<file path="src/rtl/stupidrv_mem_arbiter.sv">
// stupidrv_mem_arbiter: lets the stupidrv fetch and data ports share one
// single-port synchronous RAM, and decodes the output MMIO word.
// A RAM data access takes the RAM for one cycle and stalls the core. The
// fetch that was displaced is replayed in the following cycle.
// Optional build macro: STUPIDRV_ARB_PERF_EN adds the stall and data-access
// performance counters.
module stupidrv_mem_arbiter #(
    parameter int          MEM_ADDR_WIDTH = 10,
    parameter logic [31:0] OUT_ADDR       = 32'h02000000
) (
    input  logic                      clock,
    input  logic                      resetn,
    input  logic [31:0]               imem_addr,
    output logic [31:0]               imem_data,
    input  logic                      dmem_valid,
    input  logic [31:0]               dmem_addr,
    input  logic [3:0]                dmem_wstrb,
    input  logic [31:0]               dmem_wdata,
    output logic [31:0]               dmem_rdata,
    output logic                      stall,
    output logic                      mem_en,
    output logic [MEM_ADDR_WIDTH-1:0] mem_addr,
    output logic [3:0]                mem_wstrb,
    output logic [31:0]               mem_wdata,
    input  logic [31:0]               mem_rdata,
    output logic                      out_valid,
    output logic [31:0]               out_data,
`ifdef STUPIDRV_ARB_PERF_EN
    output logic [31:0]               perf_stalls,
    output logic [31:0]               perf_daccess,
`endif
    output logic                      err_addr
);

    typedef enum logic [0:0] {S_RUN, S_DATA} state_t;

    localparam logic [29:0] MEM_WORDS = 30'(1) << MEM_ADDR_WIDTH;

    state_t      state_reg, state_next;
    logic [31:0] fetch_q_reg;
    logic        data_wr_reg;
    logic        fetch_pend_reg;
    logic [31:0] imem_hold_reg;
    logic [31:0] dmem_rdata_reg;
    logic        out_valid_reg;
    logic [31:0] out_data_reg;
    logic        err_reg;

    logic        mem_hit, out_hit;
    logic        fetch_issue, fetch_ok, data_issue, out_issue, err_issue;
    logic [31:0] fetch_addr;
    logic [31:0] out_merge;
    logic        unused_addr_bits;

    assign mem_hit          = dmem_addr[31:2] < MEM_WORDS;
    assign out_hit          = dmem_addr == OUT_ADDR;
    assign unused_addr_bits = ^fetch_addr[1:0];

    // Byte-merge of the output write: strobed bytes pass, the rest read 0.
    genvar gi;
    generate
        for (gi = 0; gi < 4; gi++) begin : g_out_merge
            assign out_merge[gi*8 +: 8] = dmem_wstrb[gi] ? dmem_wdata[gi*8 +: 8] : 8'h00;
        end
    endgenerate

    // Next-state and RAM port steering; everything is idle while in reset.
    always_comb begin
        state_next  = state_reg;
        stall       = 1'b0;
        mem_en      = 1'b0;
        mem_addr    = '0;
        mem_wstrb   = 4'h0;
        fetch_issue = 1'b0;
        fetch_addr  = imem_addr;
        fetch_ok    = 1'b0;
        data_issue  = 1'b0;
        out_issue   = 1'b0;
        err_issue   = 1'b0;
        if (resetn) begin
            case (state_reg)
                S_RUN: begin
                    if (dmem_valid && mem_hit) begin
                        mem_en     = 1'b1;
                        mem_addr   = dmem_addr[MEM_ADDR_WIDTH+1:2];
                        mem_wstrb  = dmem_wstrb;
                        stall      = 1'b1;
                        data_issue = 1'b1;
                        state_next = S_DATA;
                    end else begin
                        fetch_issue = 1'b1;
                        fetch_addr  = imem_addr;
                        if (dmem_valid && out_hit) begin
                            out_issue = 1'b1;
                        end else if (dmem_valid) begin
                            err_issue = 1'b1;
                        end
                    end
                end
                S_DATA: begin
                    // The held request is not re-issued; replay the fetch.
                    fetch_issue = 1'b1;
                    fetch_addr  = fetch_q_reg;
                    state_next  = S_RUN;
                end
                default: state_next = S_RUN;
            endcase
            if (fetch_issue) begin
                fetch_ok = fetch_addr[31:2] < MEM_WORDS;
                mem_addr = fetch_addr[MEM_ADDR_WIDTH+1:2];
                mem_en   = fetch_ok;
            end
        end
    end

    assign mem_wdata = dmem_wdata;

    // State, displaced-fetch capture and fetch-return tracking.
    always_ff @(posedge clock or negedge resetn) begin
        if (!resetn) begin
            state_reg      <= S_RUN;
            fetch_q_reg    <= 32'h0;
            data_wr_reg    <= 1'b0;
            fetch_pend_reg <= 1'b0;
        end else begin
            state_reg      <= state_next;
            fetch_pend_reg <= fetch_issue && fetch_ok;
            if (data_issue) begin
                fetch_q_reg <= imem_addr;
                data_wr_reg <= |dmem_wstrb;
            end
        end
    end

    // Holds the last fetched word so imem_data stays stable across a stall;
    // a rejected fetch reads as 0.
    always_ff @(posedge clock or negedge resetn) begin
        if (!resetn) begin
            imem_hold_reg <= 32'h0;
        end else if (fetch_issue && !fetch_ok) begin
            imem_hold_reg <= 32'h0;
        end else if (fetch_pend_reg) begin
            imem_hold_reg <= mem_rdata;
        end
    end

    assign imem_data = fetch_pend_reg ? mem_rdata : imem_hold_reg;

    // Data read result: RAM word on a read, 0 for writes, MMIO and bad addresses.
    always_ff @(posedge clock or negedge resetn) begin
        if (!resetn) begin
            dmem_rdata_reg <= 32'h0;
        end else if (state_reg == S_DATA) begin
            dmem_rdata_reg <= data_wr_reg ? 32'h0 : mem_rdata;
        end else if (out_issue || err_issue) begin
            dmem_rdata_reg <= 32'h0;
        end
    end

    // Output MMIO word and the sticky address-error flag.
    always_ff @(posedge clock or negedge resetn) begin
        if (!resetn) begin
            out_valid_reg <= 1'b0;
            out_data_reg  <= 32'h0;
            err_reg       <= 1'b0;
        end else begin
            out_valid_reg <= out_issue && (|dmem_wstrb);
            if (out_issue && (|dmem_wstrb)) begin
                out_data_reg <= out_merge;
            end
            if (err_issue || (fetch_issue && !fetch_ok)) begin
                err_reg <= 1'b1;
            end
        end
    end

    assign dmem_rdata = dmem_rdata_reg;
    assign out_valid  = out_valid_reg;
    assign out_data   = out_data_reg;
    assign err_addr   = err_reg;

`ifdef STUPIDRV_ARB_PERF_EN
    logic [31:0] perf_stalls_reg, perf_daccess_reg;

    // Saturating counters of stall cycles and RAM data accesses.
    always_ff @(posedge clock or negedge resetn) begin
        if (!resetn) begin
            perf_stalls_reg  <= 32'h0;
            perf_daccess_reg <= 32'h0;
        end else begin
            if (stall && perf_stalls_reg != 32'hFFFFFFFF) begin
                perf_stalls_reg <= perf_stalls_reg + 32'd1;
            end
            if (data_issue && perf_daccess_reg != 32'hFFFFFFFF) begin
                perf_daccess_reg <= perf_daccess_reg + 32'd1;
            end
        end
    end

    assign perf_stalls  = perf_stalls_reg;
    assign perf_daccess = perf_daccess_reg;
`endif

endmodule

</file>
<file path="config.mk">
export PLATFORM = sky130hd
export DESIGN_NAME = stupidrv_mem_arbiter
export DESIGN_NICKNAME = d
export VERILOG_FILES = /design/src/rtl/stupidrv_mem_arbiter.sv
export SDC_FILE = /design/constraint.sdc
export NUM_CORES = 1
export LEC_CHECK = 0
export ABC_AREA = 1
export BUFFER_PORTS_ARGS = -buffer_cell sky130_fd_sc_hd__buf_2
export CAP_MARGIN = 10
export CORE_ASPECT_RATIO = 0.6
export CORE_UTILIZATION = 50
export CTS_BUF_LIST = sky130_fd_sc_hd__clkbuf_16
export CTS_CLUSTER_SIZE = 25
export DETAILED_ROUTE_END_ITERATION = 8
export PLACE_DENSITY = 0.84
export SYNTH_ARGS = -nofsm -noshare
export SYNTH_HDL_FRONTEND = slang
export SYNTH_SLANG_ARGS = --single-unit
</file>
<file path="constraint.sdc">
create_clock -name clock -period 2.2 [get_ports clock]
set_clock_uncertainty 0.05 [all_clocks]
set_input_delay 0 -clock clock [delete_from_list [all_inputs] [get_ports clock]]
set_output_delay 0 -clock clock [all_outputs]
set_load 0.01 [all_outputs]
</file>
### Word level (Yosys, flattened, before mapping)

Index checks and enable logic that the tools add are counted.

| storage, ports and cells | value |
|---|---|
| output and inout bits | 146 |
| bits in registers | 133 |
| bits of input ports | 135 |
| word-level logic and storage cells | 62 |

| operators by class | value |
|---|---|
| bitwise operators | 1 |
| reduce and logical (&&, ||, !) cells | 10 |
| order comparisons | 2 |
| equality and inequality tests | 1 |
| muxes and demuxes | 39 |

Operator list:

| cell | count |
|---|---|
| 32-bit 2-to-1 mux | 6 |
| 32-bit case mux with 2 select lines | 1 |
| 30-bit by 11-bit less-than comparator with 1-bit output (second input constant) | 2 |
| 10-bit 2-to-1 mux | 4 |
| 32-bit by 26-bit == test with 1-bit output (second input constant) | 1 |
| 8-bit 2-to-1 mux | 4 |
| 1-bit 2-to-1 mux | 19 |
| 4-bit 2-to-1 mux | 3 |
| 1-bit logical AND | 5 |
| 1-bit case mux with 2 select lines | 2 |
| 4-bit OR reduction | 1 |
| 1-bit logical OR | 2 |
| 2-bit nonzero test | 1 |
| 1-bit logical NOT | 1 |
| 1-bit inverter | 1 |

### Longest topological paths before layout

Gate-level depths: netlist of the first run.

| logic depth | value |
|---|---|
| word-level depth | 10 |
| mapped depth | 11 |
| depth with buffers taken out | 10 |

### Worst setup path before layout of the first run

OpenSTA, ideal clock, no wires.

| timing path | value |
|---|---|
| kind | flip-flop to flip-flop |
| start | register state_reg |
| end | register out_data_reg[10], in the netlist out_data[10] |
| setup slack | 0.814 ns |
| stages on the path, launching flop included | 8 |
| clock period less this slack | 1.386 ns |
| data required time | 2.033 ns |
| arrival | 1.219 ns |
| setup time | 0.117 ns |
| buffers on the path | 1 |
| cells stage by stage | dfrtp_1 nor3_1 nand2_2 nor2_4 nand2_2 buf_6 nand2_1 nand2_1 |

| on the way | value |
|---|---|
| cells in the longest elaborated chain, start to end | 3 |

RTL lines:

| element | line | text |
|---|---|---|
| start, declared | 39 | `state_t state_reg, state_next;` |
| start signal, assigned | 126 | `state_reg <= state_next;` |
| 1-bit 2-to-1 mux | 81 | `case (state_reg)` |
| 1-bit 2-to-1 mux | 80 | `if (resetn) begin` |
| 1-bit logical AND | 168 | `if (out_issue && (\|dmem_wstrb)) begin` |
| end signal, assigned | 169 | `out_data_reg <= out_merge;` |
| end, declared | 46 | `logic [31:0] out_data_reg;` |

No other way between the ends.
A chain may end at the register's enable or synchronous reset.

### Worst setup path in the final report of the first run

| timing path | value |
|---|---|
| start | input port dmem_valid |
| end | output port mem_addr[2] |

| on the way | value |
|---|---|
| cells in the longest elaborated chain, start to end | 6 |
| elaborated cells on any way between the ends | 8 |
| classes of those cells | 7 x mux; 1 x reduce/logical |

RTL lines:

| element | line | text |
|---|---|---|
| start, declared | 15 | `input logic dmem_valid,` |
| 1-bit logical AND * | 83 | `if (dmem_valid && mem_hit) begin` |
| 1-bit 2-to-1 mux | 83 |  |
| 1-bit case mux with 2 select lines | 81 |  |
| 1-bit 2-to-1 mux | 80 |  |
| 10-bit 2-to-1 mux * | 108 | `if (fetch_issue) begin` |
| 10-bit 2-to-1 mux * | 80 |  |
| end, declared | 22 | `output logic [MEM_ADDR_WIDTH-1:0] mem_addr,` |

Every way passes the cells marked *; elsewhere a longest branch is shown, timed or not. The select of a mux whose other input is x is not followed.

==> impl_metrics.ini, run 1 <==
[worst_setup_path]
arrival_ns = 1.95
ff2ff_path_depth = 7
rrSetupSlack_ns = 0.26
r2r_end = out_data[6]
r2r-start = state_reg
worstSetupPathType = in -> out
end_kind = output pin
cp-start-kind = input pin
crit_path_max_fanout = 17
cp.required_ns = 2.15

[timing]
setup_viol = 0
drv_slew = 0
post-route-period-util_pct = 90.70
max_freq_mhz = 501.1
finalHoldViolCount = 0
grt_setup_unrepaired = false
slew_headroom_pct = 38.10
tightest_slew_ns = 0.9285
period_minus_slack_ns = 1.995
setup_tns_ns = 0

[floorplan]
rows = 31
die-area_mm2 = 0.01332
core_mm2 = 0.01230
die_x_um = 148.3
fp.dieH_um = 89.79
io_pins = 281
start_util_pct = 52.23

[placed_design]
dp_cells = 1202
hpwlAfterDp_mm = 12.46
place_congestion = 0.8866
portBuffers = 278

[hold_path]
whs_endpoint = out_data[4]
hold_depth = 4
worstHoldStart = dmem_wstrb[0]
min_path_type = in -> reg

[power_and_ir_drop]
p_leak_nw = 5.354
p_switching_mw = 1.765
pwr-share-seq_pct = 40.3
powerDensity_mw_per_mm2 = 678.4
power_frac_comb_pct = 16.9
p_int_mw = 4.718
switching_share_pct = 27.23
clkPwrFrac_pct = 42.7
ir_worst_vdd_uv = 537.0

[detailed_routing]
drtPass1Iterations = 5
ant_nets = 0
drt-wirelength-per-cell_um = 16.05
num_vias = 7027
drcViolationCount = 0
wl_mm = 21.87
drtIter0Drc = 432
viasPerCell = 5.156

[global_routing]
grt_pass1_vias = 7014
gr-total-overflow = 0
antenna_found_initial = 0
grt_pass1_wl_mm = 34.61
grt_use_total_pct = 33.39
grt_max_degree = 76

[cts]
clk_transition_reported_paths_ns = 0.06
cts-root-buf = clkbuf_16
clkSinkCount = 131
cts_tree = yes
clk_path_buf_depth = 2
cts-buffers-inserted = 17
insertion_delay_ns = 0.40
post_cts.repair.setup_buffers = 0
htree_levels = 4

[logic_synthesis]
synth.cell_area_mm2 = 0.006422
ys_seq_area_share_pct = 51.04
syn-num-nets = 956
synth_largest_area_cell = dfrtp_1
synth.distinct_cells = 24
yosys_warnings = 0
avgSynthCellArea_um2 = 7.823
synth-seq-cells = 131
synth_area_leaders = dfrtp_1 51%, nand2_1 14%, inv_1 5.8%
yosys.area.top_type_share_pct = 51.04
syn-instance-count = 821

[final_layout]
final-instance-count-excl-fill = 1363
mostFrequentLayoutCells = 277 x buf_2, 233 x nand2_1, 130 x dfrtp_1
n_antenna_cell = 0
synthToLayoutAreaGrowth_pct = 48.82
nets = 1320
drive_above_1_share_pct = 28.13
final_common_cell = buf_2

[flow_run]
cap_violations = 0

[outcome]
outcome = finished, final reports clean
power by group through the flow:
stage                     logic, mW  registers (mW)  clock network, mW
after floorplan               0.431            2.67                  0
after global placement        0.865            2.65                  0
after detailed placement      0.884            2.65                  0
after CTS                      1.06            2.61               2.81
after global routing           1.20            2.63               2.92
final                          1.10            2.62               2.77
synthesized netlist by cell type:
master    instances
inv_2             4
o21ai_1          25
nand2_1         233
or2_1             1
buf_6             4
clkbuf_1         16
buf_4            32
nor2_2            2
nor2_4            3
nor2_1           86
buf_1             3
or2_2             1
nand3b_1         32
nor3_1            1
nor4_2            1
nand3_1          39
nand3b_4          1
a21oi_1           2
nand2_2           2
inv_1           100
dfrtp_1         131
nand4_1           8
buf_2            20
o21ai_0          74
what timing repair did:
| action | 4_1_cts | 5_1_grt |
|---|---|---|
| hold endpoints to repair | 261 | 0 |
| setup endpoints to repair | 0 | 11 |
| hold buffers | 128 | 0 |
| gates resized for setup | 0 | 2 |
metrics by stage:
| stage | setup slack [ns] | util (%) | power [mW] | hold WS [ns] | cell area, µm² |
|---|---|---|---|---|---|
| finish | 0.2046 | 77.73 | 6.484 | 0.04314 | 9558 |
| global route | 0.03072 | 77.73 | 6.745 | 0.04013 | 9558 |
| CTS | 0.1522 | 77.62 | 6.481 | 0.006171 | 9544 |
| detailed placement | 0.3366 | 62.47 | 3.534 | -0.2514 | 7681 |
| global placement | 0.3656 | 62.47 | 3.514 | -0.2521 | 7681 |
| floorplan | 0.8143 | - | 3.102 | -0.3456 | 6422 |
kinds of logic after synthesis:
family / after synthesis / synth area share [%]
buf+inv: 179 / 13.19
simple gates: 410 / 27.90
compound gates: 101 / 7.871
flops: 131 / 51.04
worst max path at each step:
| stage | slack (ns) | start | end |
|---|---|---|---|
| floorplan | 0.81 | state_reg | out_data[10] |
| global placement | 0.37 | dmem_addr[22] | mem_addr[6] |
| detailed placement | 0.34 | state_reg | out_data[8] |
| CTS | 0.15 | dmem_valid | mem_addr[8] |
| global route | 0.03 | dmem_valid | mem_addr[2] |
| finish | 0.20 | dmem_valid | mem_addr[2] |
routing by layer:
layer  up-vias  GRT usage, %  part of all wire, %
li1       3247             -                    -
met1      3304         39.56                   39
met2       401         56.14                   48
met3        75         9.239                  9.1
met4         0         15.98                  3.9
met5         -             0                    0
layout make-up:
type / count / area, µm²
clock buffers: 17 / 425.4
inverters: 104 / 392.9
repair buffers: 419 / 2789
clock inverters: 15 / 156.4
fillers: 779 / 2738
flip-flops and latches: 131 / 3279
multi-input cells: 512 / 2308
well taps: 165 / 206.4
worst max-delay path, cell delays in order:
cell	delay, ns
dlygate4sd3_1	0.53
buf_2	0.13
nand2_1	0.05
nor2_1	0.13
nand3_1	0.20
nand3b_4	0.36
inv_4	0.26
nand2_1	0.08
nand2_1	0.06
buf_2	0.13
Power figures use the tool's default switching activity.
==> run 2, diff against run 1 <==
--- a/config.mk
+++ b/config.mk
@@ -9,11 +9,11 @@
 export BUFFER_PORTS_ARGS = -buffer_cell sky130_fd_sc_hd__buf_2
 export CAP_MARGIN = 10
 export CORE_ASPECT_RATIO = 0.6
-export CORE_UTILIZATION = 50
+export CORE_UTILIZATION = 48
 export CTS_BUF_LIST = sky130_fd_sc_hd__clkbuf_16
 export CTS_CLUSTER_SIZE = 25
 export DETAILED_ROUTE_END_ITERATION = 8
-export PLACE_DENSITY = 0.84
+export PLACE_DENSITY = 0.81
 export SYNTH_ARGS = -nofsm -noshare
 export SYNTH_HDL_FRONTEND = slang
 export SYNTH_SLANG_ARGS = --single-unit
==> constraint.sdc (replaced) <==
create_clock -name clock -period 1.9 [get_ports clock]
set_clock_uncertainty 0.05 [all_clocks]
set_input_delay 0 -clock clock [delete_from_list [all_inputs] [get_ports clock]]
set_output_delay 0 -clock clock [all_outputs]
set_load 0.01 [all_outputs]
==> run 2 against run 1 <==
- via count down 2.5%
- die area up 4.1%
- largest power group unchanged
- highest routed layer unchanged
- first-iteration DRC count down 23%
- cell count up 0.37%
- worst setup slack worse by 0.091 ns
==> impl_metrics.ini, run 2 (synthesis results as in run 1) <==
[final_layout]
post-route-util_pct = 74.25
mostFrequentLayoutCells = 277 x buf_2, 232 x nand2_1, 130 x dfrtp_1
drive_above_1_share_pct = 28.63
nFillCells = 913
synthToLayoutAreaGrowth_pct = 49.50
nets = 1320
final_common_cell = buf_2
n_antenna_cell = 0

[floorplan]
start_util_pct = 49.66
die-area_mm2 = 0.01386
die_x_um = 151.3
rows = 32
io_pins = 281
fp.dieH_um = 91.60
core_mm2 = 0.01293

[worst_setup_path]
slowest_stage = dfrtp_4
worstSetupPathType = reg -> out
cp.required_ns = 1.85
crit_path_max_fanout = 31
ff2ff_path_depth = 7
cpPeakStageDelay_ns = 0.61
crit_path_cell_trace = buf_4 -> o21ai_0 -> inv_1 -> buf_2
cp_num_buf_inv = 3
r2r-start = state_reg
rrSetupSlack_ns = 0.32
r2r_end = out_data[10]
crit_family = flip-flops
cp-start-kind = flop
end_kind = output pin
arrival_ns = 1.74

[cts]
clk_path_buf_depth = 2
clkSinkCount = 131
htree_levels = 4
cts-buffers-inserted = 17
cts-root-buf = clkbuf_16
cts_tree = yes
insertion_delay_ns = 0.40
clk_transition_reported_paths_ns = 0.06

[global_routing]
antenna_found_initial = 0
grt_max_degree = 51
grt_use_total_pct = 32.45
gr-total-overflow = 0
grt_pass1_wl_mm = 34.49
grt_pass1_vias = 7057

[placed_design]
place_congestion = 0.8463
portBuffers = 278
hpwlAfterDp_mm = 12.35

[timing]
period_minus_slack_ns = 1.787
setup_tns_ns = 0
tightest_slew_ns = 0.6336
drv_slew = 0
finalHoldViolCount = 0
setup_viol = 0
grt_setup_unrepaired = false
hold_slack_ns = 0.02541
slew_headroom_pct = 57.76
max_freq_mhz = 559.7
post-route-period-util_pct = 94.03

[hold_path]
worstHoldStart = dmem_wstrb[2]
whs_endpoint = out_data[22]
min_path_type = in -> reg
hold_depth = 4

[power_and_ir_drop]
switching_share_pct = 27.46
p_switching_mw = 2.080
powerDensity_mw_per_mm2 = 788.9
clkPwrFrac_pct = 43.4
pwr-share-seq_pct = 40.0
p_leak_nw = 5.373
power_frac_comb_pct = 16.6
ir_worst_vdd_uv = 606.0
p_int_mw = 5.495

[flow_run]
cap_violations = 0

[detailed_routing]
viasPerCell = 5.009
drtPass1Iterations = 5
num_vias = 6852
drtIter0Drc = 332
drcViolationCount = 0
wl_mm = 21.06
drt-wirelength-per-cell_um = 15.39
ant_nets = 0

[outcome]
outcome = finished, final reports clean
-- run 2: layout make-up --
class / count / area, µm² / area share (%)
timing repair buffer: 420 / 2816 / 29.33
sequential: 131 / 3282 / 34.18
inverter: 104 / 392.9 / 4.092
clock buffer: 17 / 425.4 / 4.431
clock inverter: 15 / 170.2 / 1.772
tap: 170 / 212.7 / 2.215
multi-input combinational: 511 / 2302 / 23.98
-- run 2: power groups by stage --
stage	clock (mW)	combinational (mW)	sequential (mW)
2_1_floorplan	0	0.499	3.09
3_5_place_dp	0	1.02	3.07
4_1_cts	3.33	1.22	3.03
6_report	3.29	1.26	3.03
5_1_grt	3.47	1.39	3.04
3_3_place_gp	0	1.00	3.07
-- run 2: stage by stage --
| step | total power, mW | setup slack, ns | instance area [µm²] | std cells |
|---|---|---|---|---|
| after floorplan | 3.592 | 0.5143 | 6422 | 821 |
| after global placement | 4.071 | 0.3473 | 7727 | 1209 |
| after detailed placement | 4.091 | 0.2987 | 7727 | 1209 |
| after CTS | 7.577 | 0.01436 | 9584 | 1367 |
| after global routing | 7.900 | 0.003291 | 9602 | 1368 |
| final | 7.575 | 0.1134 | 9602 | 1368 |
-- run 2: worst max-delay path by stage --
stage / startpoint / end / slack (ns) / cells after the start
2_1_floorplan: state_reg / out_data[10] / 0.51 / 7
3_3_place_gp: state_reg / imem_hold_reg[23] / 0.35 / 8
3_5_place_dp: state_reg / imem_hold_reg[19] / 0.30 / 8
4_1_cts: state_reg / mem_addr[8] / 0.01 / 6
5_1_grt: fetch_pend_reg / imem_data[1] / 0.003 / 4
6_report: fetch_pend_reg / imem_data[16] / 0.11 / 4
-- run 2: tightest hold or removal path, cell delays in order --
cell	delay, ns
buf_2	0.20
nand2_1	0.09
nand3b_1	0.10
nand2_1	0.05
-- run 2: routing by layer --
layer	global-route usage (%)	wire (µm)
met1	38.45	8337
met2	54.07	10400
met3	9.950	1723
met4	14.25	600
met5	0	0
-- run 2: timing repair --
action / in CTS / in global routing
resized for setup: 0 / 10
setup endpoints to repair: 0 / 22
hold buffers: 126 / 0
endpoints found under the hold margin: 261 / 0
buffers inserted: 0 / 1
